[config.mk]
export PLATFORM = sky130hd
export DESIGN_NAME = stage_2_decode_flat
export DESIGN_NICKNAME = d
export VERILOG_FILES = /design/src/rtl/stage_2_decode_pkg.sv /design/src/rtl/stage_2_decode_if.sv /design/src/rtl/stage_2_decode_regfile.sv /design/src/rtl/stage_2_decode.sv /design/src/flat_wrapper.sv
export SDC_FILE = /design/constraint.sdc
export NUM_CORES = 2
export LEC_CHECK = 0
export BUFFER_PORTS_ARGS = -buffer_cell sky130_fd_sc_hd__buf_2
export CAP_MARGIN = 25
export CORE_ASPECT_RATIO = 1.25
export CORE_MARGIN = 4
export CORE_UTILIZATION = 56
export CTS_BUF_LIST = sky130_fd_sc_hd__clkbuf_8 sky130_fd_sc_hd__clkbuf_16
export CTS_CLUSTER_DIAMETER = 150
export DETAILED_ROUTE_END_ITERATION = 8
export HOLD_SLACK_MARGIN = 0.08
export PLACE_DENSITY_LB_ADDON = 0.1
export SLEW_MARGIN = 20
export SYNTH_ARGS = -nofsm -noshare
export SYNTH_HDL_FRONTEND = slang
export SYNTH_HIERARCHICAL = 1
export SYNTH_SLANG_ARGS = --single-unit
export TNS_END_PERCENT = 5
[constraint.sdc]
create_clock -name clk -period 29.7 [get_ports clk]
set_clock_uncertainty 0.05 [all_clocks]
set_input_delay 2.97 -clock clk [delete_from_list [all_inputs] [get_ports clk]]
set_output_delay 2.97 -clock clk [all_outputs]
set_load 0.05 [all_outputs]
[src/rtl/stage_2_decode_pkg.sv]
// Shared RV32I decode types, opcode constants and the pure decode / immediate helpers
// used by the decode stage and its register file.
package stage_2_decode_pkg;

  typedef logic        Clock;
  typedef logic        Bool;
  typedef logic [31:0] Addr;
  typedef logic [31:0] Instr;
  typedef logic [31:0] Word;
  typedef logic [4:0]  RegIdx;
  typedef logic [6:0]  Opcode;

  localparam Opcode OP_LUI    = 7'b0110111;
  localparam Opcode OP_AUIPC  = 7'b0010111;
  localparam Opcode OP_JAL    = 7'b1101111;
  localparam Opcode OP_JALR   = 7'b1100111;
  localparam Opcode OP_BRANCH = 7'b1100011;
  localparam Opcode OP_LOAD   = 7'b0000011;
  localparam Opcode OP_STORE  = 7'b0100011;
  localparam Opcode OP_IMM    = 7'b0010011;
  localparam Opcode OP_REG    = 7'b0110011;
  localparam Opcode OP_FENCE  = 7'b0001111;
  localparam Opcode OP_SYSTEM = 7'b1110011;

  localparam logic [3:0] ALU_ADD    = 4'h0;
  localparam logic [3:0] ALU_PASS_B = 4'hA;

  typedef struct packed {
    logic [3:0] alu_op;
    logic       alu_src_imm;
    logic       alu_src_pc;
    logic       mem_read;
    logic       mem_write;
    logic [2:0] funct3;
    logic       reg_write;
    logic       branch;
    logic       jump;
    logic       jalr;
    logic       illegal;
  } Control;

  localparam int     CTRL_W   = $bits(Control);
  localparam Control CTRL_NOP = '0;

  typedef enum logic {ST_RUN, ST_SQUASH} DecState;

  function automatic Word immGen(Instr i);
    Word imm;
    imm = '0;
    case (i[6:0])
      OP_IMM, OP_LOAD, OP_JALR: imm = {{20{i[31]}}, i[31:20]};
      OP_STORE:                 imm = {{20{i[31]}}, i[31:25], i[11:7]};
      OP_BRANCH:                imm = {{19{i[31]}}, i[31], i[7], i[30:25], i[11:8], 1'b0};
      OP_LUI, OP_AUIPC:         imm = {i[31:12], 12'b0};
      OP_JAL:                   imm = {{11{i[31]}}, i[31], i[19:12], i[20], i[30:21], 1'b0};
      default:                  imm = '0;
    endcase
    return imm;
  endfunction

  // alu_op is {funct7[5], funct3}; only SRAI among immediates uses the funct7 bit.
  function automatic Control decodeCtrl(Instr i);
    Control c;
    c        = CTRL_NOP;
    c.funct3 = i[14:12];
    case (i[6:0])
      OP_LUI:    begin c.reg_write = 1'b1; c.alu_src_imm = 1'b1; c.alu_op = ALU_PASS_B; end
      OP_AUIPC:  begin c.reg_write = 1'b1; c.alu_src_imm = 1'b1; c.alu_src_pc = 1'b1; end
      OP_JAL:    begin c.reg_write = 1'b1; c.jump = 1'b1; c.alu_src_imm = 1'b1; c.alu_src_pc = 1'b1; end
      OP_JALR:   begin c.reg_write = 1'b1; c.jump = 1'b1; c.jalr = 1'b1; c.alu_src_imm = 1'b1; end
      OP_BRANCH: begin c.branch = 1'b1; c.alu_src_imm = 1'b1; c.alu_src_pc = 1'b1; end
      OP_LOAD:   begin c.reg_write = 1'b1; c.mem_read = 1'b1; c.alu_src_imm = 1'b1; end
      OP_STORE:  begin c.mem_write = 1'b1; c.alu_src_imm = 1'b1; end
      OP_IMM:    begin
        c.reg_write   = 1'b1;
        c.alu_src_imm = 1'b1;
        c.alu_op      = {(i[14:12] == 3'b101) ? i[30] : 1'b0, i[14:12]};
      end
      OP_REG:    begin c.reg_write = 1'b1; c.alu_op = {i[30], i[14:12]}; end
      OP_FENCE, OP_SYSTEM: c.funct3 = 3'b000;
      default:   begin c = CTRL_NOP; c.illegal = 1'b1; end
    endcase
    return c;
  endfunction

  function automatic Bool usesRs1(Instr i);
    return !(i[6:0] == OP_LUI || i[6:0] == OP_AUIPC || i[6:0] == OP_JAL);
  endfunction

  function automatic Bool usesRs2(Instr i);
    return (i[6:0] == OP_REG || i[6:0] == OP_STORE || i[6:0] == OP_BRANCH);
  endfunction

endpackage

[src/rtl/stage_2_decode_if.sv]
// Bundle between the decode stage and its neighbours: fetch input, hazard/writeback
// sideband from later stages, and the registered bundle handed to execute.
interface stage_2_decode_if;
  import stage_2_decode_pkg::*;

  Instr   instruction;
  Addr    next_address;
  Bool    flush;
  Bool    ex_is_load;
  RegIdx  ex_rd;
  Bool    wb_enable;
  RegIdx  wb_rd;
  Word    wb_data;

  Bool    stall;
  Control control;
  Word    imm;
  Word    rs1_value;
  Word    rs2_value;
  RegIdx  rs1;
  RegIdx  rs2;
  RegIdx  rd;
  Addr    pc;
  Addr    next_address_out;
  Bool    valid;

  modport master (
    output instruction, next_address, flush, ex_is_load, ex_rd, wb_enable, wb_rd, wb_data,
    input  stall, control, imm, rs1_value, rs2_value, rs1, rs2, rd, pc, next_address_out, valid
  );

  modport slave (
    input  instruction, next_address, flush, ex_is_load, ex_rd, wb_enable, wb_rd, wb_data,
    output stall, control, imm, rs1_value, rs2_value, rs1, rs2, rd, pc, next_address_out, valid
  );

endinterface

[src/rtl/stage_2_decode_regfile.sv]
// Architectural register file: two combinational read ports that see a same-cycle
// writeback, one synchronous write port, x0 hardwired to zero.
module stage_2_decode_regfile
  import stage_2_decode_pkg::*;
#(
  parameter int  REG_COUNT   = 32,
  parameter Word RESET_VALUE = '0
) (
  input  Clock  clk,
  input  Bool   rst,
  input  RegIdx rs1_i,
  input  RegIdx rs2_i,
  output Word   rs1_value_o,
  output Word   rs2_value_o,
  input  Bool   wr_en_i,
  input  RegIdx wr_idx_i,
  input  Word   wr_data_i
);

  Word regs_q [REG_COUNT];

  always_ff @(posedge clk or posedge rst) begin
    if (rst) begin
      for (int k = 0; k < REG_COUNT; k++) regs_q[k] <= RESET_VALUE;
    end else if (wr_en_i && wr_idx_i != '0) begin
      regs_q[wr_idx_i] <= wr_data_i;
    end
  end

  // Bypass lets decode see the value writeback commits on this same edge.
  always_comb begin
    rs1_value_o = '0;
    if (rs1_i == '0)                           rs1_value_o = '0;
    else if (wr_en_i && wr_idx_i == rs1_i)     rs1_value_o = wr_data_i;
    else                                       rs1_value_o = regs_q[rs1_i];
  end

  always_comb begin
    rs2_value_o = '0;
    if (rs2_i == '0)                           rs2_value_o = '0;
    else if (wr_en_i && wr_idx_i == rs2_i)     rs2_value_o = wr_data_i;
    else                                       rs2_value_o = regs_q[rs2_i];
  end

endmodule

[src/rtl/stage_2_decode.sv]
// RV32I decode stage: decodes the fetched instruction, reads operands, stalls fetch on
// load-use hazards and squashes the two wrong-path slots that follow a taken jump.
module stage_2_decode
  import stage_2_decode_pkg::*;
#(
  parameter int  REG_COUNT   = 32,
  parameter Word RESET_VALUE = '0
) (
  input Clock             clk,
  input Bool              rst,
  stage_2_decode_if.slave bus_io
);

  Instr    instr;
  RegIdx   rs1Idx, rs2Idx;
  Word     rs1Value, rs2Value;
  Bool     hazard, emit;
  DecState state_q;

  Control  ctrl_d, ctrl_q;
  Word     imm_d, imm_q, rs1Value_d, rs1Value_q, rs2Value_d, rs2Value_q;
  RegIdx   rs1_d, rs1_q, rs2_d, rs2_q, rd_d, rd_q;
  Addr     pc_d, pc_q, nextAddr_d, nextAddr_q;

  assign instr  = bus_io.instruction;
  assign rs1Idx = instr[19:15];
  assign rs2Idx = instr[24:20];

  stage_2_decode_regfile #(
    .REG_COUNT  (REG_COUNT),
    .RESET_VALUE(RESET_VALUE)
  ) u_regfile (
    .clk        (clk),
    .rst        (rst),
    .rs1_i      (rs1Idx),
    .rs2_i      (rs2Idx),
    .rs1_value_o(rs1Value),
    .rs2_value_o(rs2Value),
    .wr_en_i    (bus_io.wb_enable),
    .wr_idx_i   (bus_io.wb_rd),
    .wr_data_i  (bus_io.wb_data)
  );

  assign hazard = bus_io.ex_is_load && (bus_io.ex_rd != '0) &&
                  ((usesRs1(instr) && rs1Idx == bus_io.ex_rd) ||
                   (usesRs2(instr) && rs2Idx == bus_io.ex_rd));

  // A flush or a pending squash already discards this slot, so holding fetch would be wrong.
  assign bus_io.stall = hazard && !bus_io.flush && (state_q != ST_SQUASH);
  assign emit         = !bus_io.flush && (state_q != ST_SQUASH) && !hazard;

  always_comb begin
    ctrl_d     = CTRL_NOP;
    imm_d      = '0;
    rs1Value_d = '0;
    rs2Value_d = '0;
    rs1_d      = '0;
    rs2_d      = '0;
    rd_d       = '0;
    pc_d       = '0;
    nextAddr_d = '0;
    if (emit) begin
      ctrl_d     = decodeCtrl(instr);
      imm_d      = immGen(instr);
      rs1Value_d = rs1Value;
      rs2Value_d = rs2Value;
      rs1_d      = rs1Idx;
      rs2_d      = rs2Idx;
      rd_d       = instr[11:7];
      pc_d       = bus_io.next_address - 32'd4;
      nextAddr_d = bus_io.next_address;
    end
  end

  always_ff @(posedge clk or posedge rst) begin
    if (rst) begin
      state_q    <= ST_RUN;
      ctrl_q     <= CTRL_NOP;
      imm_q      <= '0;
      rs1Value_q <= '0;
      rs2Value_q <= '0;
      rs1_q      <= '0;
      rs2_q      <= '0;
      rd_q       <= '0;
      pc_q       <= '0;
      nextAddr_q <= '0;
    end else begin
      state_q    <= bus_io.flush ? ST_SQUASH : ST_RUN;
      ctrl_q     <= ctrl_d;
      imm_q      <= imm_d;
      rs1Value_q <= rs1Value_d;
      rs2Value_q <= rs2Value_d;
      rs1_q      <= rs1_d;
      rs2_q      <= rs2_d;
      rd_q       <= rd_d;
      pc_q       <= pc_d;
      nextAddr_q <= nextAddr_d;
    end
  end

  logic valid_q;
  always_ff @(posedge clk or posedge rst) begin
    if (rst) valid_q <= 1'b0;
    else     valid_q <= emit;
  end

  assign bus_io.control          = ctrl_q;
  assign bus_io.imm              = imm_q;
  assign bus_io.rs1_value        = rs1Value_q;
  assign bus_io.rs2_value        = rs2Value_q;
  assign bus_io.rs1              = rs1_q;
  assign bus_io.rs2              = rs2_q;
  assign bus_io.rd               = rd_q;
  assign bus_io.pc               = pc_q;
  assign bus_io.next_address_out = nextAddr_q;
  assign bus_io.valid            = valid_q;

endmodule

[src/flat_wrapper.sv]
// flat-port wrapper written by rule: the top's interface ports become plain ports
module stage_2_decode_flat import stage_2_decode_pkg::*;
#(
  parameter int  REG_COUNT   = 32,
  parameter Word RESET_VALUE = '0
)
  (clk, rst, bus_io_instruction, bus_io_next_address, bus_io_flush, bus_io_ex_is_load, bus_io_ex_rd, bus_io_wb_enable, bus_io_wb_rd, bus_io_wb_data, bus_io_stall, bus_io_control, bus_io_imm, bus_io_rs1_value, bus_io_rs2_value, bus_io_rs1, bus_io_rs2, bus_io_rd, bus_io_pc, bus_io_next_address_out, bus_io_valid);
  stage_2_decode_if bus_io_i ();
  input Clock clk;
  input Bool rst;
  input wire logic [$bits(bus_io_i.instruction)-1:0] bus_io_instruction;
  input wire logic [$bits(bus_io_i.next_address)-1:0] bus_io_next_address;
  input wire logic [$bits(bus_io_i.flush)-1:0] bus_io_flush;
  input wire logic [$bits(bus_io_i.ex_is_load)-1:0] bus_io_ex_is_load;
  input wire logic [$bits(bus_io_i.ex_rd)-1:0] bus_io_ex_rd;
  input wire logic [$bits(bus_io_i.wb_enable)-1:0] bus_io_wb_enable;
  input wire logic [$bits(bus_io_i.wb_rd)-1:0] bus_io_wb_rd;
  input wire logic [$bits(bus_io_i.wb_data)-1:0] bus_io_wb_data;
  output wire logic [$bits(bus_io_i.stall)-1:0] bus_io_stall;
  output wire logic [$bits(bus_io_i.control)-1:0] bus_io_control;
  output wire logic [$bits(bus_io_i.imm)-1:0] bus_io_imm;
  output wire logic [$bits(bus_io_i.rs1_value)-1:0] bus_io_rs1_value;
  output wire logic [$bits(bus_io_i.rs2_value)-1:0] bus_io_rs2_value;
  output wire logic [$bits(bus_io_i.rs1)-1:0] bus_io_rs1;
  output wire logic [$bits(bus_io_i.rs2)-1:0] bus_io_rs2;
  output wire logic [$bits(bus_io_i.rd)-1:0] bus_io_rd;
  output wire logic [$bits(bus_io_i.pc)-1:0] bus_io_pc;
  output wire logic [$bits(bus_io_i.next_address_out)-1:0] bus_io_next_address_out;
  output wire logic [$bits(bus_io_i.valid)-1:0] bus_io_valid;
  assign bus_io_i.instruction = bus_io_instruction;
  assign bus_io_i.next_address = bus_io_next_address;
  assign bus_io_i.flush = bus_io_flush;
  assign bus_io_i.ex_is_load = bus_io_ex_is_load;
  assign bus_io_i.ex_rd = bus_io_ex_rd;
  assign bus_io_i.wb_enable = bus_io_wb_enable;
  assign bus_io_i.wb_rd = bus_io_wb_rd;
  assign bus_io_i.wb_data = bus_io_wb_data;
  assign bus_io_stall = bus_io_i.stall;
  assign bus_io_control = bus_io_i.control;
  assign bus_io_imm = bus_io_i.imm;
  assign bus_io_rs1_value = bus_io_i.rs1_value;
  assign bus_io_rs2_value = bus_io_i.rs2_value;
  assign bus_io_rs1 = bus_io_i.rs1;
  assign bus_io_rs2 = bus_io_i.rs2;
  assign bus_io_rd = bus_io_i.rd;
  assign bus_io_pc = bus_io_i.pc;
  assign bus_io_next_address_out = bus_io_i.next_address_out;
  assign bus_io_valid = bus_io_i.valid;
  stage_2_decode #(.REG_COUNT(REG_COUNT), .RESET_VALUE(RESET_VALUE)) u_core (.clk(clk), .rst(rst), .bus_io(bus_io_i));
endmodule
Word level (Yosys, flattened, before mapping)
Index checks and enable logic that the tools add are counted.

storage, ports and cells
  bits in registers = 1,217
  bits of input ports = 111
  logic and storage cells = 146

cells by class
  add/sub/neg operators = 1
  order comparisons = 4
  equal/unequal tests = 16
  multiplexer cells = 36
  bitwise operators = 4
  reductions and logical operators = 32

operators with widths
  kind                   number
  $bwmux 1024            1
  $mux 32                14
  $bmux 32 s5            2
  $demux 32 s5           1
  $pmux 32 s5            1
  $sub 32x3->32 const B  1
  $eq 7x7->1 const B     4
  $eq 7x6->1 const B     3
  $eq 5x5->1             4
  $ge 6x6->1 const B     3
  $not 5->6              3
  $mux 16                1
  $mux 5                 3
  $eq 7x5->1 const B     2
  $logic_and 1x1->1      12
  $pmux 4 s3             1
  $mux 1                 11
  $reduce_or 11->1       1
  $logic_not 5->1        2
  $reduce_bool 5->1      2
  $reduce_or 9->1        1
  $reduce_or 8->1        1
  $eq 7x2->1 const B     1
  $eq 7x4->1 const B     1
  other kinds (9)        17

Depth between registers and ports, before layout
  word-level depth = 10
  mapped depth = 11
  gate-level depth less buffers = 7

By module
Netlist, hierarchy kept.

modules (own cells, without submodules)
  module                  times used  cells an instance  area an instance (µm²)  sequential area each (µm²)
  stage_2_decode_regfile  1           3,859              55,253.0                25,624.6
  stage_2_decode          1           592                7,206.9                 4,779.6

Worst setup path before layout
No wires, ideal clock.

  path type = input -> output
  start point = input bus_io_instruction[1]
  end point = output bus_io_stall
  arrival time = 4,553 ps
  required time = 26,680 ps
  slack = 22,127 ps
  cell stages on the path = 5
  path buffers = 0
  path through = nand2_2 -> or4_1 -> nor4_2 -> a21oi_1 -> nor2_1

on the way
  cells in the longest elaborated chain, start to end = 9

RTL lines
  item                                             line                      text
  start: declaration                               flat_wrapper.sv:11        input wire logic [$bits(bus_io_i.instruction)-1:0] bus_io_instruction;
  $eq 7x6->1 / $eq 7x5->1 (equally long branches)  stage_2_decode_pkg.sv:87  return !(i[6:0] == OP_LUI || i[6:0] == OP_AUIPC || i[6:0] == OP_JAL);
  $logic_or 1x1->1 (2 in a row)                    stage_2_decode_pkg.sv:87
  $logic_not 1->1                                  stage_2_decode_pkg.sv:87
  $logic_and 1x1->1                                stage_2_decode.sv:45      ((usesRs1(instr) && rs1Idx == bus_io.ex_rd) ||
  $logic_or 1x1->1 *                               stage_2_decode.sv:45
  $logic_and 1x1->1 *                              stage_2_decode.sv:44      assign hazard = bus_io.ex_is_load && (bus_io.ex_rd != '0) &&
  $logic_and 1x1->1 * (2 in a row)                 stage_2_decode.sv:49      assign bus_io.stall = hazard && !bus_io.flush && (state_q != ST_SQUASH);
  end: declaration                                 flat_wrapper.sv:19        output wire logic [$bits(bus_io_i.stall)-1:0] bus_io_stall;

Mark *: on every way between the ends. The rest lies on a longest branch, timed or not.

Worst setup path in the final report
  start point = input bus_io_instruction[6]
  end point = output bus_io_stall

Same word-level chain as after synthesis.

==> results.yml <==
status:
  status: "finished, final reports clean"
pwr:
  switching_share_pct: 27.3
  leakagePower_uw: 0.0310
  irDropWorstVdd_mv: 0.0639
  power.internal_uw: 3450
  combPwrFrac_pct: 18.6
  p_switching_uw: 1300
  p_per_area_nw_per_um2: 68.5
  pwr-share-seq_pct: 45.0
  clkPwrFrac_pct: 36.5
routing:
  ant_nets: 0
  wirelength_um: 201000
  wl_per_cell_um: 32.9
  via_per_inst: 6.88
  drt_drc_violations_left: 0
  dr.first_iter.drc_count: 4558
  first_pass_iters: 6
  via_count: 41900
synth:
  syn_avg_cell_area_um2: 14.0
  synthFlopType: "dfrtp_1"
  ys_warn_count: 6
  synthArstFlopShare_pct: 100
  synth-edff-count: 0
  syn-num-nets: 4563
  synthCells: 4451
  synth-seq-area-share_pct: 48.7
  yosysUniqueCellTypes: 69
  synth-seq-cells: 1215
  syn_area_um2: 62500
timing:
  setup_tns_ns: 0
  fin_crit_ns: 7.86
  rsz0062_at_grt: "no"
  relSlewSlack_pct: 24.6
  finalCritPeriodShare_pct: 26.5
  hold_slack_ns: 0.346
  setup_viol: 0
  hold_viol_final: 0
  fmax_ghz: 0.127
  tightest_slew_ns: 1.13
  slew_violations: 0
clock_tree:
  cts_buffers: 131
  clk_pin_slew_worst_paths_ns: 0.06
  cts.sinks: 1215
  insertion_delay_ns: 0.78
  post_cts_resized: 0
  postCtsSetupRepairBufs: 0
  hold_buffers: 0
  cts_root_buf: "clkbuf_16"
  cts_max_level: 4
  cts_tree: "yes"
  clockBufferDepth: 3
die:
  rows: 136
  ios: 304
  fp.dieArea_um2: 117000
  initial_core_util_pct: 56.6
  fp.dieW_um: 307
  die_y_um: 381
  core_area_um2: 110000
setup_path:
  critPathTopFamily: "simple AND/OR/NAND/NOR gates"
  critical_path_arrival_ns: 4.84
  slowest_delay_ns: 0.82
  cp-start-kind: "primary input"
  end_kind: "output port"
  path_class: "in2out"
  path_buf_inv: 2
  cp.required_ns: 26.68
  worstPathMaxFanout: 15
  timing.critical_path.cells: "buf_2 -> nand2b_1 -> nor3_2 -> a21oi_1 -> a21oi_1 -> nor2_1 -> buf_2"
  slowest_stage: "nor3_2"
placed_design:
  place_area_um2: 64600
  gp_congestion: 0.876
  hpwlAfterDp_um: 118000
  port_buffers: 303
grt:
  grtUsageMet2_pct: 55.7
  grt_max_degree: 177
  grt_util_met3_pct: 7.89
  grt-ovfl-total: 0
  antenna_found_initial: 17
  grt_usage_pct: 34.3
  grt_pass1_vias: 43000
  grt_pass1_wl_um: 296000
  grt_busiest_layer: "met2"
  use_met1_pct: 44.8
layout:
  fin_nets: 4649
  areaGrowthSynthToFinish_pct: 10.9
  final_cell_mix: "dfrtp_1 (1215), mux2_2 (1026), mux4_2 (402), buf_2 (296), mux2i_1 (239)"
  layout_commonest_cell: "dfrtp_1"
  post_route_cells_drive_above_1_share_pct: 46.1
  fillCellCount: 8408
  final_cell_area_um2: 69200
min_path:
  hp-class: "reg2reg"
job:
  max_cap_violations: 0
==> sequential cells by signal, summed over array words and instances, names as in the netlist, 16 cells and up <==
name / flops
u_core/u_regfile/regs_q: 1024
u_core/bus_io.imm: 32
u_core/bus_io.next_address_out: 32
u_core/bus_io.rs1_value: 32
u_core/bus_io.rs2_value: 32
u_core/bus_io.pc: 30
u_core/bus_io.control: 16
==> kinds of logic (layout without fill, tap and decap cells) <==
kind of cell / Yosys count / in the layout / share of synthesized area, %
buf+inv: 470 / 657 / 3.82
xor+xnor: 47 / 47 / 0.659
mux: 1667 / 1667 / 36.8
fa+ha+maj: 1 / 1 / 0.0200
other cells: 0 / 8 / 0
compound gates: 461 / 461 / 5.13
flops: 1215 / 1215 / 48.7
simple gates: 590 / 590 / 4.88
==> power by group through the flow <==
stage | clock network (µW) | logic [µW] | registers [µW]
finish | 1730 | 881 | 2130
global placement | 0 | 855 | 2140
detailed placement | 0 | 874 | 2150
global route | 1820 | 943 | 2160
CTS | 1750 | 878 | 2120
floorplan | 0 | 670 | 2130
==> cells in the mapped netlist (6+ instances only) <==
library cell | count | area share, %
xor2_1 | 15 | 0.21
buf_4 | 39 | 0.47
o211ai_1 | 26 | 0.31
mux4_2 | 402 | 14
and3_1 | 11 | 0.11
clkbuf_1 | 201 | 1.2
buf_6 | 32 | 0.58
a21oi_1 | 98 | 0.79
dfrtp_1 | 1215 | 49
nor4_2 | 6 | 0.12
a22oi_1 | 105 | 1.3
nor4_1 | 8 | 0.080
o21ai_0 | 48 | 0.38
nor3_1 | 66 | 0.53
inv_1 | 9 | 0.054
a31oi_1 | 19 | 0.19
o221ai_1 | 9 | 0.13
nand2b_1 | 6 | 0.060
a221o_1 | 37 | 0.59
nor3b_1 | 12 | 0.14
a221oi_1 | 25 | 0.35
buf_1 | 55 | 0.33
clkbuf_2 | 7 | 0.056
nor2_1 | 133 | 0.80
mux2_2 | 1026 | 18
o22ai_1 | 41 | 0.41
and2_1 | 117 | 1.2
mux2i_1 | 239 | 3.8
nor2b_1 | 10 | 0.10
nand2_1 | 142 | 0.85
xnor2_1 | 32 | 0.45
a211oi_1 | 12 | 0.14
o32ai_1 | 9 | 0.13
nand3_1 | 39 | 0.31
buf_2 | 120 | 0.96
==> per-layer routing <==
metal,part of all wire [%],up-vias
met1,39,22400
met5,0.031,-
met4,4.8,10
li1,-,17000
met2,48,2068
met3,8.5,495
==> final cells by class <==
cell class	instances	area [µm²]	area share (%)
clock buffers	170	3840	5.54
inverters	11	56.3	0.0813
well taps	1449	1810	2.62
multi-input cells	2766	29900	43.2
flip-flops and latches	1215	30400	43.9
repair buffers	412	2480	3.59
clock inverters	64	712	1.03
diodes	8	20.0	0.0289
==> final timing paths <==
kind | start | endpoint | slack, ns | cells after the start
setup / recovery | bus_io_instruction[6] | bus_io_stall | 21.84 | 7
hold / removal | u_core/u_regfile/regs_q[998] | u_core/u_regfile/regs_q[998] | 0.35 | 0
setup reg to reg | u_core/state_q | u_core/bus_io.next_address_out[12] | 26.62 | 6
hold reg to reg | u_core/u_regfile/regs_q[998] | u_core/u_regfile/regs_q[998] | 0.35 | 0
max in group asynchronous | rst | u_core/u_regfile/regs_q[689] | 24.67 | 5
min in group asynchronous | rst | u_core/u_regfile/regs_q[935] | 2.16 | 2
==> metrics by stage <==
stage	power, µW	std cells	utilization (%)	setup WS (ns)
floorplan	2800	4451	-	12.57
global placement	3000	5849	58.5	21.85
detailed placement	3030	5851	58.5	21.88
CTS	4760	6085	62.6	21.88
global route	4930	6091	62.7	21.71
finish	4740	6095	62.7	21.84
Note: power is estimated with default switching activity, not from simulation.
